<file path="config.mk">
export PLATFORM = sky130hd
export DESIGN_NAME = load_store_unit
export DESIGN_NICKNAME = d
export VERILOG_FILES = /design/src/rtl/load_store_unit.sv
export SDC_FILE = /design/constraint.sdc
export NUM_CORES = 1
export LEC_CHECK = 0
export BUFFER_PORTS_ARGS = -buffer_cell sky130_fd_sc_hd__buf_2
export CAP_MARGIN = 5
export CORE_MARGIN = 1
export CORE_UTILIZATION = 45
export CTS_CLUSTER_DIAMETER = 100
export CTS_CLUSTER_SIZE = 10
export DETAILED_ROUTE_END_ITERATION = 7
export HOLD_SLACK_MARGIN = 0.02
export PLACE_DENSITY = 0.79
export SLEW_MARGIN = 10
export SYNTH_ARGS = -nofsm -noshare
export SYNTH_HDL_FRONTEND = slang
export SYNTH_SLANG_ARGS = --single-unit
</file>
<file path="constraint.sdc">
create_clock -name clk -period 3.4 [get_ports clk]
set_input_delay 0.34 -clock clk [delete_from_list [all_inputs] [get_ports clk]]
set_output_delay 0.34 -clock clk [all_outputs]
set_load 0.05 [all_outputs]
</file>
<file path="src/rtl/load_store_unit.sv">
// Load/store unit: computes effective addresses, checks access legality and
// alignment, drives a single-outstanding request to data memory, and returns
// load results for writeback and operand forwarding.
//
// Memory handshake: dmem_req is a registered request held high, with
// dmem_addr/dmem_we/dmem_be/dmem_wdata frozen, from the cycle after capture
// until the cycle in which dmem_ack is sampled high; dmem_rdata is consumed on
// that same edge. dmem_ack is ignored whenever no request is outstanding.
module load_store_unit #(
  parameter int XLEN           = 32,
  parameter int SYS_REGS_WIDTH = 5
) (
  input  logic                      clk,
  input  logic                      rst,
  input  logic [6:0]                opcode_in,
  input  logic [2:0]                funct3_in,
  input  logic [XLEN-1:0]           rs1_data_in,
  input  logic [XLEN-1:0]           rs2_data_in,
  input  logic [XLEN-1:0]           imm_i_data_in,
  input  logic [XLEN-1:0]           imm_s_data_in,
  input  logic [SYS_REGS_WIDTH-1:0] rd_addr_in,
  output logic                      halt_out,
  output logic                      dmem_req,
  output logic                      dmem_we,
  output logic [XLEN-1:0]           dmem_addr,
  output logic [3:0]                dmem_be,
  output logic [XLEN-1:0]           dmem_wdata,
  input  logic                      dmem_ack,
  input  logic [XLEN-1:0]           dmem_rdata,
  output logic                      wb_valid_out,
  output logic [SYS_REGS_WIDTH-1:0] wb_rd_addr_out,
  output logic [XLEN-1:0]           wb_data_out,
  output logic [SYS_REGS_WIDTH-1:0] bypass_rd_addr,
  output logic [XLEN-1:0]           bypass_rd_data,
  output logic                      fault_out,
  output logic [1:0]                state_dbg
);

  localparam logic [6:0] OP_LOAD  = 7'b0000011;
  localparam logic [6:0] OP_STORE = 7'b0100011;

  typedef enum logic [1:0] {
    IDLE = 2'd0,
    REQ  = 2'd1,
    DONE = 2'd2
  } state_t;

  state_t state;

  // Decode of the instruction currently offered by operand fetch
  logic            is_mem;
  logic            is_store;
  logic [XLEN-1:0] eff_addr;
  logic            legal;
  logic            misaligned;
  logic [3:0]      be_next;
  logic [XLEN-1:0] wdata_next;

  // Attributes of the captured access needed when the read data returns
  logic [1:0]                addr_lo_q;
  logic [2:0]                funct3_q;
  logic [SYS_REGS_WIDTH-1:0] rd_q;
  logic                      store_q;

  // Load data after lane selection and extension
  logic [XLEN-1:0] lane;
  logic [XLEN-1:0] load_data;

  assign state_dbg = state;

  // Upstream stalls while a memory op is in flight; it may advance in DONE
  assign halt_out = is_mem && (state != DONE);

  // Decode, address generation, legality/alignment and store lane formatting
  always_comb begin
    is_store   = (opcode_in == OP_STORE);
    is_mem     = (opcode_in == OP_LOAD) || is_store;
    eff_addr   = rs1_data_in + (is_store ? imm_s_data_in : imm_i_data_in);
    legal      = 1'b0;
    misaligned = 1'b0;
    be_next    = 4'b1111;
    wdata_next = rs2_data_in;

    if (is_store) begin
      legal = funct3_in inside {3'b000, 3'b001, 3'b010};
    end else begin
      legal = funct3_in inside {3'b000, 3'b001, 3'b010, 3'b100, 3'b101};
    end

    // funct3[1:0] gives the access size for every legal encoding
    case (funct3_in[1:0])
      2'b00: begin
        be_next    = 4'b0001 << eff_addr[1:0];
        wdata_next = {(XLEN/8){rs2_data_in[7:0]}};
      end
      2'b01: begin
        misaligned = eff_addr[0];
        be_next    = 4'b0011 << eff_addr[1:0];
        wdata_next = {(XLEN/16){rs2_data_in[15:0]}};
      end
      default: begin
        misaligned = |eff_addr[1:0];
        be_next    = 4'b1111;
        wdata_next = rs2_data_in;
      end
    endcase
  end

  // Lane select and sign/zero extension of the returned read word
  always_comb begin
    lane = dmem_rdata >> {addr_lo_q, 3'b000};
    case (funct3_q)
      3'b000:  load_data = {{(XLEN-8){lane[7]}}, lane[7:0]};
      3'b001:  load_data = {{(XLEN-16){lane[15]}}, lane[15:0]};
      3'b100:  load_data = {{(XLEN-8){1'b0}}, lane[7:0]};
      3'b101:  load_data = {{(XLEN-16){1'b0}}, lane[15:0]};
      default: load_data = lane;
    endcase
  end

  // Access FSM with all memory, writeback, forwarding and fault outputs registered
  always_ff @(posedge clk or posedge rst) begin
    if (rst) begin
      state          <= IDLE;
      dmem_req       <= 1'b0;
      dmem_we        <= 1'b0;
      dmem_addr      <= '0;
      dmem_be        <= '0;
      dmem_wdata     <= '0;
      wb_valid_out   <= 1'b0;
      wb_rd_addr_out <= '0;
      wb_data_out    <= '0;
      bypass_rd_addr <= '0;
      bypass_rd_data <= '0;
      fault_out      <= 1'b0;
      addr_lo_q      <= '0;
      funct3_q       <= '0;
      rd_q           <= '0;
      store_q        <= 1'b0;
    end else begin
      case (state)
        IDLE: begin
          if (is_mem) begin
            addr_lo_q <= eff_addr[1:0];
            funct3_q  <= funct3_in;
            rd_q      <= rd_addr_in;
            store_q   <= is_store;
            if (legal && !misaligned) begin
              state      <= REQ;
              dmem_req   <= 1'b1;
              dmem_we    <= is_store;
              dmem_addr  <= eff_addr;
              dmem_be    <= be_next;
              dmem_wdata <= wdata_next;
            end else begin
              // Faulting accesses never reach memory; DONE carries the pulse
              state     <= DONE;
              fault_out <= 1'b1;
            end
          end
        end
        REQ: begin
          if (dmem_ack) begin
            state    <= DONE;
            dmem_req <= 1'b0;
            dmem_we  <= 1'b0;
            // x0 is never written, so a load to rd=0 produces no writeback
            if (!store_q && (rd_q != '0)) begin
              wb_valid_out   <= 1'b1;
              wb_rd_addr_out <= rd_q;
              wb_data_out    <= load_data;
              bypass_rd_addr <= rd_q;
              bypass_rd_data <= load_data;
            end
          end
        end
        DONE: begin
          state          <= IDLE;
          wb_valid_out   <= 1'b0;
          wb_rd_addr_out <= '0;
          wb_data_out    <= '0;
          bypass_rd_addr <= '0;
          bypass_rd_data <= '0;
          fault_out      <= 1'b0;
        end
        default: begin
          state <= IDLE;
        end
      endcase
    end
  end

endmodule

</file>
* Word-level counts from Yosys, hierarchy flattened
Index checks and enable logic that the tools add are counted.
** Cells by class
- Add/subtract/negate cells :: 1
- Multipliers :: 0
- Divide/modulo/power cells :: 0
- Order comparisons :: 0
- Equality and inequality tests :: 18
- Shift-type cells :: 3
- Muxes and demuxes :: 29
- Bitwise logic cells :: 0
- Reduce and logical (&&, ||, !) cells :: 23
** Operator list (number)
- 32-bit one-hot mux with 2 select lines :: 2
- 32-bit one-hot mux with 4 select lines :: 1
- 32-bit 2-to-1 mux :: 3
- 32-bit adder :: 1
- 32-bit by 5-bit >> shifter with 32-bit output :: 1
- 3-bit equality test (second input constant) :: 4
- 2-bit != test (second input constant) :: 6
- 1-bit 2-to-1 mux :: 10
- 5-bit 2-to-1 mux :: 2
- 1-bit one-hot mux with 2 select lines :: 5
- 5-bit one-hot mux with 2 select lines :: 1
- 5-bit nonzero test :: 2
- 3-bit AND reduction :: 3
- 4-bit one-hot mux with 2 select lines :: 1
- 7-bit by 2-bit equality test with 1-bit output (second input constant) :: 1
- 7-bit by 6-bit equality test with 1-bit output (second input constant) :: 1
- 3-bit by 1-bit equality test with 1-bit output (second input constant) :: 2
- 3-bit zero test :: 2
- 2-bit 2-to-1 mux :: 3
- 2-bit nonzero test :: 3
- 2-bit by 1-bit equality test with 1-bit output (second input constant) :: 2
- 2-bit zero test :: 2
- 2-bit one-hot mux with 2 select lines :: 1
- 2-bit AND reduction :: 2
- other kinds (10) :: 13
** Word-level totals
- Bits in registers :: 122
- Bits in latches :: 0
- Memory bits (writable) :: 0
- Memory bits (read-only) :: 0
- Bits of input ports :: 178
- Word-level logic and storage cells :: 88
- Memories kept :: 0

* Longest topological paths before layout
- Depth after elaboration :: 10
- Mapped depth :: 13
- Mapped depth without buffers :: 12

* Least setup slack after synthesis
No wires, ideal clock.
- Path type :: input port to flip-flop
- Start :: input opcode_in[3]
- End :: register dmem_addr[20]
- Setup time :: 0.069 ns
- Arrival :: 3.372 ns
- Slack :: -0.041 ns
- Cell stages on the path :: 11
- Buffers on the path :: 2
- Cell sequence :: nor4_2 -> nand4_1 -> clkbuf_1 -> mux2_2 -> ha_1 -> fa_1 -> o31ai_2 -> nand2_1 -> clkbuf_1 -> or4_1 -> nand3_1
** On the way
- Cells in the longest elaborated chain, start to end :: 8
- Elaborated cells on any way between the ends :: 11
** Ends and longest elaborated chain
- start, declared :: RTL line 15 : input logic [6:0] opcode_in,
- 7-bit by 6-bit equality test with 1-bit output :: RTL line 76 : is_store = (opcode_in == OP_STORE);
- 32-bit 2-to-1 mux :: RTL line 78 : eff_addr = rs1_data_in + (is_store ? imm_s_data_in : imm_i_data_in);
- 32-bit adder :: RTL line 78
- named net eff_addr[1] :: RTL line 53 : logic [XLEN-1:0] eff_addr;
- 2-bit OR reduction :: RTL line 102 : misaligned = |eff_addr[1:0];
- 1-bit one-hot mux with 2 select lines :: RTL line 91 : case (funct3_in[1:0])
- 1-bit zero test :: RTL line 148 : if (legal && !misaligned) begin
- 1-bit logical AND :: RTL line 148
- 3-bit AND reduction (no line)
- end signal, assigned :: RTL line 152 : dmem_addr <= eff_addr;
- end, declared :: RTL line 25 : output logic [XLEN-1:0] dmem_addr,
The timed path passes the listed nets, and every way through them passes these cells.
A chain may end at the register's enable or synchronous reset.

* Final worst setup path
- Start :: input opcode_in[3]
- End :: register dmem_addr[28]
** On the way
- Cells in the longest elaborated chain, start to end :: 8
- Elaborated cells on any way between the ends :: 11
** Ends and longest elaborated chain (RTL line)
- 7-bit by 6-bit equality test with 1-bit output :: 76
- 32-bit 2-to-1 mux :: 78
- 32-bit adder :: 78
- 2-bit OR reduction :: 102
- 1-bit one-hot mux with 2 select lines :: 91
- 1-bit zero test :: 148
- 1-bit logical AND :: 148
- 3-bit AND reduction (no line)
Several ways; a longest one is shown, not always the timed one.

==> impl_metrics.tcl <==
set metrics [dict create \
    seq_area_sq_um 3050 \
    floorplan.initialDensity_pct 46.2 \
    yosysMostFrequentCell "nand2_1" \
    drt_iter0_markers 389 \
    critPathBufInv 3 \
    htree_levels 4 \
    syn-cell-area_sq_um 8020 \
    cpMostUsedCell "o21ai_0" \
    cts_tree "done" \
    track_usage_pct 27.7 \
    cts_root_buf "clkbuf_16" \
    dieArea_sq_um 18400 \
    cp_slowest_cell "ha_1" \
    grt_setup_unrepaired "no" \
    hp-class "in2async" \
    cts_hold_buffers 0 \
    p_leak_nw 5.74 \
    ys_types 65 \
    crit_type "in2reg" \
    vdd_ir_drop_max_mv 0.313 \
    dp_cells 1479 \
    synth_top_area_cell "dfrtp_1" \
    wl_um 25100 \
    final.setup_skew_ns 0.0142 \
    layout_min_cycle_time_ns 3.14 \
    dr.pass1.iters 5 \
    grt_antenna_before_repair 1 \
    post_cts_resized 0 \
    multi_input_area_sq_um 4390 \
    slowest_delay_ns 0.33 \
    hold_viol 0 \
    final_cell_area_sq_um 10800 \
    port_buffers 326 \
    powerDensity_nw_per_um2 516 \
    clk_pin_slew_ns 0.06 \
    fin_crit_sh_pct 92.5 \
    reg2reg_from "addr_lo_q[1]" \
    io_pins 327 \
    dpl.hpwl_um 19900 \
    drc_errors 0 \
    cts_sinks 122 \
    cp_data_required_time_ns 3.68 \
    core_sq_um 17400 \
    wl_per_cell_um 16.6 \
    fillCellCount 1538 \
    viasPerCell 5.34 \
    antenna_left 0 \
    avgSynthCellArea_sq_um 8.68 \
    core.rowCount 48 \
    tightest_slew_ns 1.08 \
    final-setup-viol-count 0 \
    synth_warnings 0 \
    layoutNonFillerInstCount 1512 \
    cp-end-kind "flip-flop" \
    synthTopCellsByCount "nand2_1, dfrtp_1, o21ai_0" \
    vias 8076 \
    cts.path.max_buffers 2 \
    grt_first_pass_wirelength_um 39200 \
    die_h_um 136 \
    synthTopCellsByArea "dfrtp_1, nand2_1, o21ai_0, mux2_2, mux2i_1" \
    numCtsBuffers 17 \
    synth_top_area_share_pct 38.0 \
    overflow 0 \
    critPathArrivalTime_ns 3.42 \
    drive_above_1_share_pct 40.2 \
    maxCapViolations 0 \
    startpoint_type "input port" \
    gp_congestion 0.960 \
    fmax_ghz 0.318 \
    nNetsFinal 1484 \
    path_cells "buf_2 -> nor4_2 -> nand4_1 -> buf_12 -> mux2_2 -> ha_1 -> buf_4 -> a211oi_1 -> o211ai_1 -> a21boi_0 -> o21ai_0 -> a221oi_1 -> xor2_1 -> o21ai_0" \
    crit_family "compound AO/OA/AOI/OAI gates" \
    post_cts_buffers 0 \
    synth_edf_count 0 \
    async_flop_share_pct 100 \
    insertion_delay_ns 0.42 \
    max_slew_margin_pct 27.7 \
    ys_seq_area_share_pct 38.0 \
    timing.final.max_slew_violations 0 \
    cp_max_fo 20 \
    grt_pass1_vias 7702 \
    grt_max_degree 123 \
    synth-main-ff-cell "dfrtp_1" \
    dpl_cell_area_sq_um 10200 \
    synth-seq-cells 122 \
    die_x_um 136 \
    syn_inst 924 \
    area_growth_pct 34.5 \
    syn-num-nets 1135 \
    crit_start "opcode_in[3]" \
    status "finished, final reports clean" \
]
[final timing paths]
check | to | cells after the start | slack (ns)
setup reg to reg | bypass_rd_data[23] | 7 | 0.81
max in group asynchronous | dmem_be[2] | 3 | 2.75
min in group clk | dmem_wdata[7] | 3 | 0.16
hold reg to reg | dmem_be[2] | 2 | 0.47
hold / removal | bypass_rd_data[5] | 3 | 0.09
setup / recovery | dmem_addr[28] | 14 | 0.26
[placed cells by master (no fill, tap or decap), types with 6 or more instances in the layout]
| master | count |
|---|---|
| a211oi_1 | 11 |
| a21o_1 | 6 |
| a21oi_1 | 71 |
| a22o_1 | 16 |
| and2_1 | 6 |
| buf_2 | 326 |
| buf_4 | 96 |
| clkbuf_16 | 17 |
| dfrtp_1 | 122 |
| ha_1 | 32 |
| inv_1 | 20 |
| mux2_2 | 42 |
| mux2i_1 | 42 |
| nand2_1 | 160 |
| nand3_1 | 32 |
| nand4_1 | 15 |
| nor2_1 | 32 |
| nor2b_1 | 11 |
| nor3_1 | 6 |
| o21a_1 | 6 |
| o21ai_0 | 108 |
| xnor2_1 | 10 |
| xor2_1 | 13 |
[final cells by class]
cell class	count	share of cell area [%]
inverters	21	0.765
repair buffers	425	22.3
diodes	1	0.0232
multi-input cells	686	40.7
flip-flops and latches	122	28.3
clock inverters	13	1.10
well taps	225	2.61
clock buffers	19	4.20
[state kept, by name, indices dropped and copies added (netlist names), 2 cells and up]
signal          flops
bypass_rd_data     32
dmem_addr          32
dmem_wdata         32
bypass_rd_addr      5
rd_q                5
dmem_be             4
funct3_q            3
addr_lo_q           2
state_dbg           2
[through the flow]
stage	hold WS, ns	util [%]	TNS [ns]	worst slack (ns)	power, W
2_1_floorplan	0.445	-	0	0.00365	0.00321
3_3_place_gp	0.454	58.9	-0.446	-0.100	0.00382
3_5_place_dp	0.457	58.9	-0.977	-0.134	0.00385
4_1_cts	0.142	62.2	0	0.277	0.00560
5_1_grt	0.159	62.2	0	0.0200	0.00585
6_report	0.0932	62.2	0	0.256	0.00557
[routing by layer]
metal,up-vias,wire length (um),track usage (%)
met5,-,0,0
met4,0,701,12.3
met3,43,1220,4.79
met2,303,12900,48.0
met1,3793,10300,33.5
li1,3937,-,-
[where the power goes]
part,internal [W],switching (W),total (W),leakage [nW]
sequential,0.00163,0.000144,0.00178,1.65
combinational,0.000670,0.00138,0.00205,3.82
clock,0.00105,0.000690,0.00174,0.272
[tightest hold or removal path: cells and delay by family]
kind,cells,cell delay [ns]
buffers and inverters,3,0.64
[logic make-up after synthesis]
group	share of synthesized area, %
flip-flops	38.0
AO/OA/AOI/OAI	19.5
multiplexers	11.1
XOR/XNOR	2.51
AND/OR/NAND/NOR	16.2
buffers and inverters	7.39
adder cells (fa/ha/maj)	5.24
Note: power is estimated with default switching activity, not from simulation.
